File: config.mk
export PLATFORM = sky130hd
export DESIGN_NAME = baser_sat_counter
export DESIGN_NICKNAME = d
export VERILOG_FILES = /design/src/rtl/baser_sat_counter.sv
export SDC_FILE = /design/constraint.sdc
export NUM_CORES = 1
export LEC_CHECK = 0
export CAP_MARGIN = 20
export CORE_UTILIZATION = 55
export CTS_BUF_LIST = sky130_fd_sc_hd__clkbuf_4
export DETAILED_ROUTE_END_ITERATION = 10
export GPL_ROUTABILITY_DRIVEN = 0
export PLACE_DENSITY = 0.87
export SLEW_MARGIN = 20
export SYNTH_ARGS = -nofsm -noshare
export SYNTH_HDL_FRONTEND = slang
export SYNTH_SLANG_ARGS = --single-unit
File: constraint.sdc
create_clock -name clk -period 5.6 [get_ports clk]
set_input_delay 0.56 -clock clk [delete_from_list [all_inputs] [get_ports clk]]
set_output_delay 0.56 -clock clk [all_outputs]
set_load 0.01 [all_outputs]
File: src/rtl/baser_sat_counter.sv
// Saturating up-counter with synchronous clear; an add that would
// overflow clamps to all-ones instead of wrapping.
module baser_sat_counter #(
    parameter int unsigned CNT_WIDTH = 32,
    parameter int unsigned INC_WIDTH = 3
) (
    input  logic                 clk,
    input  logic                 i_rst,
    input  logic                 i_clear,
    input  logic [INC_WIDTH-1:0] i_inc,
    output logic [CNT_WIDTH-1:0] o_count
);

    logic [CNT_WIDTH-1:0] cnt_q;
    logic [CNT_WIDTH-1:0] cnt_d;
    logic [CNT_WIDTH:0]   sum;

    assign sum = {1'b0, cnt_q} + (CNT_WIDTH + 1)'(i_inc);

    always_comb begin
        cnt_d = sum[CNT_WIDTH] ? '1 : sum[CNT_WIDTH-1:0];
        if (i_clear) begin
            cnt_d = '0;
        end
    end

    always_ff @(posedge clk) begin
        if (i_rst) begin
            cnt_q <= '0;
        end else begin
            cnt_q <= cnt_d;
        end
    end

    assign o_count = cnt_q;

endmodule

; Word-level counts from Yosys, hierarchy flattened
; Index checks and enable logic that the tools add are counted.
[word_totals]
out_inout_bits = 32
regBits = 32
[op_classes]
reduce_logical = 1
addsub = 1
n_mux = 1
[op_table]
columns = cell, n
row1 = 32-bit by 3-bit adder with 33-bit output, 1
row2 = 32-bit 2-to-1 mux, 1
row3 = 2-bit OR reduction, 1

; Depth between registers and ports, before layout
[depth]
depth_word = 2
mapped_depth = 9
ltp_nobuf = 7

; Worst setup path before layout
; Ideal clock, no wire load.
[synth_timing]
path_kind = input-to-reg
startpoint = input port i_inc[0]
endpoint = register cnt_q[10], in the netlist o_count[10]
path_stages = 9
arrival_time_ns = 2.075
setup_slack_ns = 3.382
cell_sequence = ha_1 > fa_1 > a21o_1 > and2_1 > nand3_1 > or2_1 > buf_6 > buf_6 > a21oi_2
[synth_between]
elab_chain_len = 2
[synth_rtl]
columns = item, line
row1 = "start, declared", 10  ; input logic [INC_WIDTH-1:0] i_inc,
row2 = 32-bit by 3-bit adder with 33-bit output, 18  ; assign sum = {1'b0, cnt_q} + (CNT_WIDTH + 1)'(i_inc);
row3 = 32-bit 2-to-1 mux, 21  ; cnt_d = sum[CNT_WIDTH] ? '1 : sum[CNT_WIDTH-1:0];
row4 = "end signal, assigned", 31  ; cnt_q <= cnt_d;
row5 = "end, declared", 14  ; logic [CNT_WIDTH-1:0] cnt_q;
; Every way passes these cells.
; A chain may end at the register's enable or synchronous reset.

; Worst setup path after layout
[layout_timing]
startpoint = input port i_inc[0]
endpoint = register cnt_q[1], in the netlist o_count[1]
; The elaborated chain is that of the path after synthesis.

==> flow_summary.yaml <==
place:
  dp_hpwl_um: 2560
  port_buffers: 37
  preCtsSetupSlack_ns: 2.37
critical_path:
  cp_data_required_time_ns: 5.79
  slowest_stage: "or2_1"
  startpoint_type: "input port"
  crit_buf_inv: 2
  path_max_fanout: 16
  cp_cell_sequence: "clkdlybuf4s50_1, ha_1, fa_1, a21o_1, and2_1, nand3_1, or2_1, buf_4, a21oi_1"
  worstSetupPathDepth: 9
  reg2regPathDepth: 8
  cp-end-kind: "flip-flop"
  crit_family: "buffers and inverters"
  worstSetupPathType: "in2reg"
  cp.arrival_ns: 3.07
  crit_path_max_incr_delay_ns: 0.44
synthesis:
  synth_cell_types: 32
  postSynthAreaPerCell_um2: 9.41
  synthArstFlopShare: 0
  yosysSeqAreaShare: 0.387
  synth_most_common_cell: "dfxtp_1"
  ys_dominant_reg_cell: "dfxtp_1"
  synth_area_um2: 1660
  synth_edf_count: 0
  syn_nets: 186
  synth_largest_area_cell: "dfxtp_1"
  synth_seq_cells: 32
  syn_inst: 176
  yosys_warnings: 0
  ys_top_cells_by_area: "dfxtp_1 (39%), a21oi_2 (11%), xor2_1 (11%)"
  synthTopCellsByCount: "dfxtp_1 (32), a21oi_2 (20), xor2_1 (20)"
  synth_top_area_frac: 0.387
cells_and_area:
  fin_util: 0.733
  largest_reg_flops: 32
  antennaDiodeCount: 0
  fin_nets: 221
  drive_gt1_frac: 0.147
  syn2layout_area_growth_pct: 24.2
detailed_routing:
  dr.first_iter.drc_count: 47
  drtAntennaViolNets: 0
  drt_first_pass_iters: 7
  via_per_inst: 5.79
  vias: 1402
  remaining_drc_errors: 8
  wl_um: 3550
  wire_per_inst_um: 14.7
job:
  max_cap_violations: 0
global_route:
  overflow: 0
  grt_pass1_wl_um: 6030
  grt_antenna_before_repair: 0
  grt_use_total: 0.244
  grt_max_degree: 33
  grt_pass1_vias: 1380
sta:
  layout_setup_ws_ns: 2.71
  tightest_slew_ns: 0.954
  relSlewSlack: 0.361
  tns_ns: 0
  period_share: 0.515
  period_needed_ns: 2.89
  finalClockSkew_ns: 0.0107
  grt_setup_unrepaired: "no"
  slew_violations: 0
  setup_viol_count_final: 0
  hold_viol: 0
  clock.fmax_ghz: 0.346
power:
  combPwrFrac: 0.065
  ir_drop_v: 0.000175
  p_leak_nw: 0.686
  switching_power_mw: 0.0869
  p_clk_frac: 0.314
  switching_share: 0.234
  p_int_mw: 0.284
  pwr-share-seq: 0.621
  power-per-cell-area_nw_per_um2: 180
die:
  ios: 38
  die_area_um2: 3240
  rows: 19
  design.core.area_um2: 2810
  die_h_um: 56.9
  start_util: 0.591
  die_w_um: 56.9
hold_path:
  hold_depth: 2
  hold_class: "reg2reg"
clock_network:
  cts-root-buf: "clkbuf_4"
  htreeDepth: 2
  cts_resized: 0
  ctsLongestPathBuffers: 2
  numCtsBuffers: 5
  hold_buffers: 0
  cts_sinks: 32
  clk_latency_ns: 0.33
  postCtsSetupBuffers: 0
  cts_tree: "yes"
  clkSlewWorstSetupHoldPaths_ns: 0.09
outcome:
  failed_checks: "DRC"
  outcome: "finished with violations"
[metrics by stage]
stage / power (mW) / hold slack (ns) / instance area [um2] / instances
after floorplan: 0.250 / 0.539 / 1660 / 176
after global placement: 0.259 / 0.520 / 2010 / 235
after detailed placement: 0.260 / 0.537 / 2010 / 235
after CTS: 0.374 / 0.548 / 2060 / 242
after global routing: 0.387 / 0.612 / 2060 / 242
final: 0.371 / 0.545 / 2060 / 242
[worst paths after layout]
kind | start | end | slack [ns]
max | i_inc[0] | o_count[1] | 2.71
min | o_count[23] | o_count[23] | 0.54
max reg2reg | o_count[0] | o_count[1] | 3.05
min reg2reg | o_count[23] | o_count[23] | 0.54
[worst register-to-register path, delay by kind of cell (launching register included)]
family	cells	cell delay, ns
buffers and inverters	1	0.36
adder cells (fa/ha/maj)	2	0.64
flip-flops	1	0.32
AND/OR/NAND/NOR	3	0.76
AO/OA/AOI/OAI	2	0.34
[layout make-up]
type | count | area [um2]
fill | 204 | 748
clock buffer | 5 | 37.5
inverter | 3 | 11.3
tap | 31 | 38.8
timing repair buffer | 38 | 378
multi-input combinational | 131 | 943
sequential | 32 | 641
clock inverter | 2 | 7.51
[cell families (layout without fill, tap and decap cells)]
logic type,Yosys count,in the layout,synth area share
and+or+nand+nor,65,65,0.238
xor gates and xnor gates,24,24,0.127
buffers and inverters,13,48,0.0438
adders and majority gates,4,4,0.0347
AOI/OAI and AO/OA,38,38,0.170
DFF,32,32,0.387
[power groups by stage]
stage | combinational (mW) | sequential (mW) | clock, mW
after floorplan | 0.0141 | 0.236 | 0
after global placement | 0.0232 | 0.236 | 0
after detailed placement | 0.0241 | 0.236 | 0
final | 0.0240 | 0.230 | 0.116
after CTS | 0.0243 | 0.230 | 0.119
after global routing | 0.0268 | 0.231 | 0.130
[layer usage]
layer	vias to the layer above	track usage	wire length, um
li1	703	-	-
met1	655	0.295	1590
met2	38	0.402	1730
met3	6	0.0737	180
met4	0	0.0976	51
met5	-	0	0
[placed cells by master, fill, tap and decap left out, drive strengths merged, types with 5 or more instances in the layout]
master         instances
nand4                 11
clkdlybuf4s50         37
dfxtp                 32
nand3                 16
clkbuf                 5
and3                   5
xor2                  20
nor2                   7
nor3                   6
nand2                  6
a21oi                 28
(Power assumes the default switching activity.)
